==> src/rtl/regfile.sv <==
// Register file: one write port, two registered read ports and a sequenced bulk-clear engine.
// Optional feature: define REGFILE_BYPASS_EN for write-through forwarding on read/write collisions.
module regfile #(
  parameter int unsigned WIDTH = 16,
  parameter int unsigned DEPTH = 8,
  localparam int unsigned AW   = $clog2(DEPTH)
) (
  input  logic             i_clk,
  input  logic             i_rst_n,
  input  logic             i_we,
  input  logic [AW-1:0]    i_waddr,
  input  logic [WIDTH-1:0] i_wdata,
  input  logic             i_re_a,
  input  logic [AW-1:0]    i_raddr_a,
  input  logic             i_re_b,
  input  logic [AW-1:0]    i_raddr_b,
  input  logic             i_clr,
  output logic [WIDTH-1:0] o_rdata_a,
  output logic [WIDTH-1:0] o_rdata_b,
  output logic             o_busy
);

  typedef enum logic [0:0] {StIdle, StClear} state_e;

  localparam logic [AW-1:0] LastPtr = AW'(DEPTH - 1);

  state_e           r_state;
  state_e           w_state_nxt;
  logic [AW-1:0]    r_ptr;
  logic [AW-1:0]    w_ptr_nxt;
  logic [WIDTH-1:0] r_mem [DEPTH];
  logic [WIDTH-1:0] r_rdata_a;
  logic [WIDTH-1:0] r_rdata_b;
  logic [WIDTH-1:0] w_rd_a;
  logic [WIDTH-1:0] w_rd_b;
  logic             w_idle;
  logic             w_wr_en;

  assign w_idle  = (r_state == StIdle);
  assign w_wr_en = i_we && w_idle;

  always_comb begin
    w_state_nxt = r_state;
    w_ptr_nxt   = r_ptr;
    unique case (r_state)
      StIdle: begin
        if (i_clr) begin
          w_state_nxt = StClear;
          w_ptr_nxt   = '0;
        end
      end
      StClear: begin
        // clr is ignored here: the sweep always runs to completion exactly once
        if (r_ptr == LastPtr) begin
          w_state_nxt = StIdle;
          w_ptr_nxt   = '0;
        end else begin
          w_ptr_nxt = r_ptr + 1'b1;
        end
      end
      default: begin
        w_state_nxt = StIdle;
        w_ptr_nxt   = '0;
      end
    endcase
  end

  always_ff @(posedge i_clk or negedge i_rst_n) begin
    if (!i_rst_n) begin
      r_state <= StIdle;
      r_ptr   <= '0;
    end else begin
      r_state <= w_state_nxt;
      r_ptr   <= w_ptr_nxt;
    end
  end

  always_ff @(posedge i_clk or negedge i_rst_n) begin
    if (!i_rst_n) begin
      for (int i = 0; i < int'(DEPTH); i++) begin
        r_mem[i] <= '0;
      end
    end else if (w_wr_en) begin
      r_mem[i_waddr] <= i_wdata;
    end else if (r_state == StClear) begin
      r_mem[r_ptr] <= '0;
    end
  end

`ifdef REGFILE_BYPASS_EN
  // Forward only genuine writes; sweep zeroes are never forwarded.
  assign w_rd_a = (w_wr_en && (i_raddr_a == i_waddr)) ? i_wdata : r_mem[i_raddr_a];
  assign w_rd_b = (w_wr_en && (i_raddr_b == i_waddr)) ? i_wdata : r_mem[i_raddr_b];
`else
  assign w_rd_a = r_mem[i_raddr_a];
  assign w_rd_b = r_mem[i_raddr_b];
`endif

  always_ff @(posedge i_clk or negedge i_rst_n) begin
    if (!i_rst_n) begin
      r_rdata_a <= '0;
      r_rdata_b <= '0;
    end else begin
      if (i_re_a) r_rdata_a <= w_rd_a;
      if (i_re_b) r_rdata_b <= w_rd_b;
    end
  end

  assign o_rdata_a = r_rdata_a;
  assign o_rdata_b = r_rdata_b;
  assign o_busy    = (r_state == StClear);

endmodule

==> config.mk <==
export PLATFORM = sky130hd
export DESIGN_NAME = regfile
export DESIGN_NICKNAME = d
export VERILOG_FILES = /design/src/rtl/regfile.sv
export SDC_FILE = /design/constraint.sdc
export NUM_CORES = 1
export LEC_CHECK = 0
export CAP_MARGIN = 20
export CORE_ASPECT_RATIO = 1.25
export CORE_MARGIN = 5
export CORE_UTILIZATION = 40
export DETAILED_ROUTE_END_ITERATION = 10
export DONT_BUFFER_PORTS = 1
export GPL_ROUTABILITY_DRIVEN = 0
export PLACE_DENSITY = 0.53
export SYNTH_ARGS = -nofsm -noshare
export SYNTH_HDL_FRONTEND = slang
export SYNTH_SLANG_ARGS = --single-unit
==> constraint.sdc <==
create_clock -name i_clk -period 2 [get_ports i_clk]
set_input_delay 0.2 -clock i_clk [delete_from_list [all_inputs] [get_ports i_clk]]
set_output_delay 0.2 -clock i_clk [all_outputs]
set_load 0.005 [all_outputs]
==> results_dict.tcl, run 1 <==
set metrics [dict create \
    drtAntennaViolNets 0 \
    totalNegativeSetupSlack_ns 0 \
    min_period_ns 1.84 \
    critPathKind "flop to flop" \
    synth_top_area_share_pct 50.2 \
    synth_top_flop_cell "dfrtp_1" \
    fmax_mhz 544 \
    routed_wl_um 25600 \
    period_share_pct 91.8 \
    ys_types 34 \
    synth.area.top_cells "dfrtp_1, mux2i_1, a22o_1" \
    synth-edff-count 0 \
    netlist_instances 705 \
    power.leakage_nw 4.32 \
    num-fill-cells 1885 \
    clock_latency_ns 0.43 \
    first_pass_iters 5 \
    post-place-ws_ns 0.0369 \
    design.core.area_sq_um 20100 \
    synth.most_common_cell "dfrtp_1" \
    final_hold_viol_count 164 \
    grt_pass1_wl_um 38800 \
    rows 58 \
    multi_input_area_sq_um 3660 \
    ir_drop_uv 1090 \
    path_clk_slew_ns 0.07 \
    synthTopCellsByCount "dfrtp_1, a22o_1, mux2i_1" \
    fp.dieH_um 170 \
    drt_iter0_markers 510 \
    grt_max_degree 165 \
    rsz0062_at_grt "no" \
    avgRoutedWirePerCell_um 26.1 \
    maxCapViolCount 0 \
    cp.required_ns 2.36 \
    whs_ns -0.530 \
    setup_slack_ns 0.163 \
    worst_pin_slew_ns 1.10 \
    antenna_found_initial 2 \
    final.setup_skew_ns 0.00876 \
    overflow 0 \
    drive_gt1_share_pct 10.0 \
    end_kind "flop" \
    htreeDepth 4 \
    ys_warn_count 0 \
    cp-start-kind "flop" \
    nNetsFinal 728 \
    cts_sinks 164 \
    viasPerCell 6.23 \
    holdBufCountCts 19 \
    io_pins 64 \
    critPathArrivalTime_ns 2.19 \
    async_flop_share_pct 100 \
    numCtsBuffers 17 \
    maxSlewViolCount 0 \
    grt_usage_pct 22.2 \
    syn_nets 738 \
    die-area_sq_um 23400 \
    synthesis.area_sq_um 8180 \
    io_buffers 0 \
    setup_viol 0 \
    grt_pass1_vias 6404 \
    cts_tree "done" \
    ys_seq_area_share_pct 50.2 \
    drc 0 \
    area.sequential_sq_um 4100 \
    die_width_um 138 \
    path_max_fanout 16 \
    hpwl_um 14800 \
    synth_area_leader_cell "dfrtp_1" \
    dr_total_vias 6101 \
    min_path_type "input port to async pin" \
    postCtsSetupRepairBufs 0 \
    r2r.worst_path.cells 4 \
    initial_utilization_pct 40.7 \
    ys_ff_latch 164 \
    synth_area_per_cell_sq_um 11.6 \
    slew_headroom_pct 26.7 \
    power.density_nw_per_um2 1130 \
    cts_buffer_depth 2 \
    violations "hold timing" \
    root_buffer "clkbuf_16" \
    outcome "complete, but fails checks" \
    areaGrowthSynthToFinish_pct 12.9 \
]
[power by group]
group / leakage (nW) / total [W] / switching [W] / internal, W
combinational: 1.80 / 0.00247 / 0.00145 / 0.00102
sequential: 2.23 / 0.00449 / 0.000561 / 0.00393
clock: 0.293 / 0.00347 / 0.00134 / 0.00212
total: 4.32 / 0.0104 / 0.00335 / 0.00707
[metrics by stage]
stage / instances / power (W) / util [%] / instance area, sq um
after floorplan: 705 / 0.00615 / - / 8180
after global routing: 980 / 0.0109 / 45.9 / 9240
after global placement: 927 / 0.00677 / 41.7 / 8380
after detailed placement: 927 / 0.00687 / 41.7 / 8380
after CTS: 978 / 0.0104 / 45.8 / 9210
final: 980 / 0.0104 / 45.9 / 9240
[worst max-delay path: stages, from the launching register on]
cell     delay [ns]
dfrtp_1        0.40
buf_4          0.22
nor3_4         0.07
o22ai_2        0.82
a22o_1         0.25
[layout by cell type (no fill, tap or decap), types with 2 or more instances in the layout]
cell type,n
dfrtp_1,164
a22o_1,128
mux2i_1,128
a22oi_1,64
nand3_1,33
inv_1,32
o21ai_0,31
buf_4,24
dlygate4sd3_1,18
clkbuf_16,17
nor2_1,5
nand2_1,5
nor2b_1,5
nand2b_1,4
nor3_4,4
o22ai_4,4
o21ai_1,4
clkinvlp_4,4
bufinv_16,4
nor3b_1,3
o22ai_2,3
diode_2,2
and3b_1,2
nor2_2,2
and2_1,2
ha_1,2
clkinv_2,2
clkbuf_1,2
[final timing paths]
check                           from             to  slack (ns)
min in group i_clk            i_re_b  o_rdata_b[12]        0.01
min reg2reg                r_mem[29]      r_mem[29]        0.52
max                           o_busy      r_mem[63]        0.16
max in group asynchronous    i_rst_n  o_rdata_a[11]        2.17
max reg2reg                   o_busy      r_mem[63]        0.16
min                          i_rst_n     r_mem[119]       -0.53
[area by class of cell]
type	count	share of cell area (%)
flip-flops and latches	164	44.4
multi-input cells	437	39.7
clock buffers	20	4.84
repair buffers	43	4.12
well taps	270	3.66
clock inverters	12	1.92
inverters	32	1.30
diodes	2	0.0542
[logic make-up after synthesis]
logic type	synth area share, %
mux	15.7
flops	50.2
buf+inv	5.34
compound gates	23.0
fa+ha+maj	0.306
simple gates	5.52
[routing by layer]
metal  vias up  track usage [%]  share of wire [%]
li1       2648                -                  -
met1      3163             29.0                 41
met2       238             35.1                 49
met3        52             5.14                5.5
met4         0             10.1                3.9
met5         -                0                  0
[registers in the layout, summed over array words and instances, names as in the netlist]
name       count
o_rdata_b     16
r_ptr          3
o_busy         1
r_mem        128
o_rdata_a     16
[timing repair]
action / in CTS / in global routing
endpoints found under the hold margin: 328 / 164
resized for setup: 0 / 3
setup endpoints to repair: 0 / 46
Power figures use the tool's default switching activity.
==> run 2, diff against run 1 <==
- GPL_TIMING_DRIVEN: unset -> 0
==> run 2 against run 1 <==
Net effect: the run ends with hold timing, setup timing left; register-to-register slack got worse by 0.17 ns; sequential cell count unchanged; non-clock buffer count increased by 38; combinational power increased by 5%; via count increased by 4.4%; sequential share of layout area decreased by 0.084 points; final area increased by 0.19%; sequential power about the same; clock power decreased by 1%; hold slack got worse by 0.0022 ns; largest power group unchanged.
==> results_dict.tcl, run 2 (synthesized netlist as in run 1, its figures left out) <==
set metrics [dict create \
    placed_cell_area_sq_um 8520 \
    drc 0 \
    fin_util_pct 46.0 \
    nNetsFinal 766 \
    worst_pin_slew_ns 0.765 \
    critPathKind "flop to flop" \
    end_kind "flop" \
    max_stage_delay_ns 0.47 \
    cts_sinks 164 \
    final_hold_viol_count 164 \
    violations "hold timing, setup timing" \
    dr_total_vias 6369 \
    die_width_um 138 \
    avgRoutedWirePerCell_um 27.2 \
    grt_pass1_wl_um 40900 \
    root_buffer "clkbuf_16" \
    antenna_found_initial 0 \
    first_pass_iters 5 \
    slowest_stage "dfrtp_1" \
    ir_drop_uv 624 \
    hpwl_um 18500 \
    diodes 0 \
    cp.required_ns 2.36 \
    critPathArrivalTime_ns 2.37 \
    cts_buffer_depth 2 \
    holdBufCountCts 3 \
    die-area_sq_um 23400 \
    initial_utilization_pct 40.7 \
    drt_iter0_markers 585 \
    viasPerCell 6.27 \
    grt_max_degree 165 \
    grt_pass1_vias 6582 \
    fp.dieH_um 170 \
    areaGrowthSynthToFinish_pct 13.1 \
    overflow 0 \
    r2r.worst_path.cells 6 \
    min_path_type "input port to async pin" \
    final_cell_mix "dfrtp_1, a22o_1, mux2i_1" \
    drtAntennaViolNets 0 \
    design.core.area_sq_um 20100 \
    clock_latency_ns 0.43 \
    fmax_mhz 499 \
    totalNegativeSetupSlack_ns -0.0118 \
    min_period_ns 2.01 \
    routed_wl_um 27600 \
    htreeDepth 4 \
    drive_gt1_share_pct 11.4 \
    final_area_sq_um 9250 \
    path_max_fanout 10 \
    setup_slack_ns -0.00566 \
    slew_headroom_pct 49.0 \
    final.setup_skew_ns 0.00738 \
    cp-start-kind "flop" \
    outcome "complete, but fails checks" \
    maxSlewViolCount 0 \
    top_register "r_mem" \
    power.density_nw_per_um2 1140 \
    whs_ns -0.533 \
    rsz0062_at_grt "yes" \
    rows 58 \
    grt_usage_pct 23.7 \
    numCtsBuffers 17 \
    period_share_pct 100 \
    cts_tree "done" \
    power.leakage_nw 4.34 \
    path_clk_slew_ns 0.07 \
    final_common_cell "dfrtp_1" \
    maxCapViolCount 0 \
    io_buffers 0 \
    largest_register_ff_count 128 \
    path_cells "nand2b_1 -> clkbuf_2 -> nor2_4 -> o22ai_2 -> buf_2 -> a22o_1" \
    num-fill-cells 1903 \
    io_pins 64 \
    setup_viol 3 \
]
## run 2: timing repair
action / in CTS / in global routing
resized for setup: 6 / 6
endpoints found under the setup margin: 49 / 50
endpoints found under the hold margin: 172 / 164
setup buffers: 4 / 3
pin swaps: 3 / 2
## run 2: where the power goes
group	switching, W	internal [W]	leakage, nW
clock	0.00139	0.00204	0.291
combinational	0.00157	0.00103	1.82
sequential	0.000595	0.00393	2.23
total	0.00355	0.00700	4.34
## run 2: metal layers
layer	vias to the layer above	GRT usage [%]	share of wire, %
met3	52	4.91	7.0
met1	3280	30.2	39
met2	308	38.9	50
met5	-	0	0
met4	0	10.2	4.1
li1	2729	-	-
## run 2: final cells by class
cell class / count / area [sq um] / area share [%]
Buffer: 71 / 323 / 3.49
Clock buffer: 22 / 464 / 5.02
Sequential cell: 164 / 4100 / 44.4
Tap cell: 270 / 338 / 3.65
Multi-Input combinational cell: 437 / 3670 / 39.7
Timing Repair Buffer: 10 / 82.6 / 0.892
Clock inverter: 10 / 149 / 1.61
Inverter: 32 / 120 / 1.30
## run 2: path summary, 6_finish.rpt
path	start	to	slack [ns]
worst max-delay path	o_busy	r_mem[45]	-0.006
worst min-delay path	i_rst_n	r_mem[23]	-0.53
worst max register to register	o_busy	r_mem[45]	-0.006
worst min register to register	r_mem[61]	r_mem[61]	0.52
max in group asynchronous	i_rst_n	o_rdata_a[11]	2.16
min in group i_clk	i_re_a	o_rdata_a[2]	0.19
## run 2: per-stage QoR
| stage | total power (W) | setup WS (ns) | std cells |
|---|---|---|---|
| 2_1_floorplan | 0.00615 | 0.380 | 705 |
| 6_report | 0.0105 | -0.00566 | 1016 |
| 3_5_place_dp | 0.00706 | -0.294 | 975 |
| 3_3_place_gp | 0.00695 | -0.250 | 975 |
| 5_1_grt | 0.0109 | -0.0492 | 1016 |
| 4_1_cts | 0.0105 | -0.0968 | 1014 |
## run 2: worst max-delay path: cells and delay by family, from the launching register on
| kind | cells | cell delay (ns) |
|---|---|---|
| simple gates | 2 | 0.26 |
| flops | 1 | 0.47 |
| compound gates | 2 | 0.62 |
| buf+inv | 2 | 0.59 |
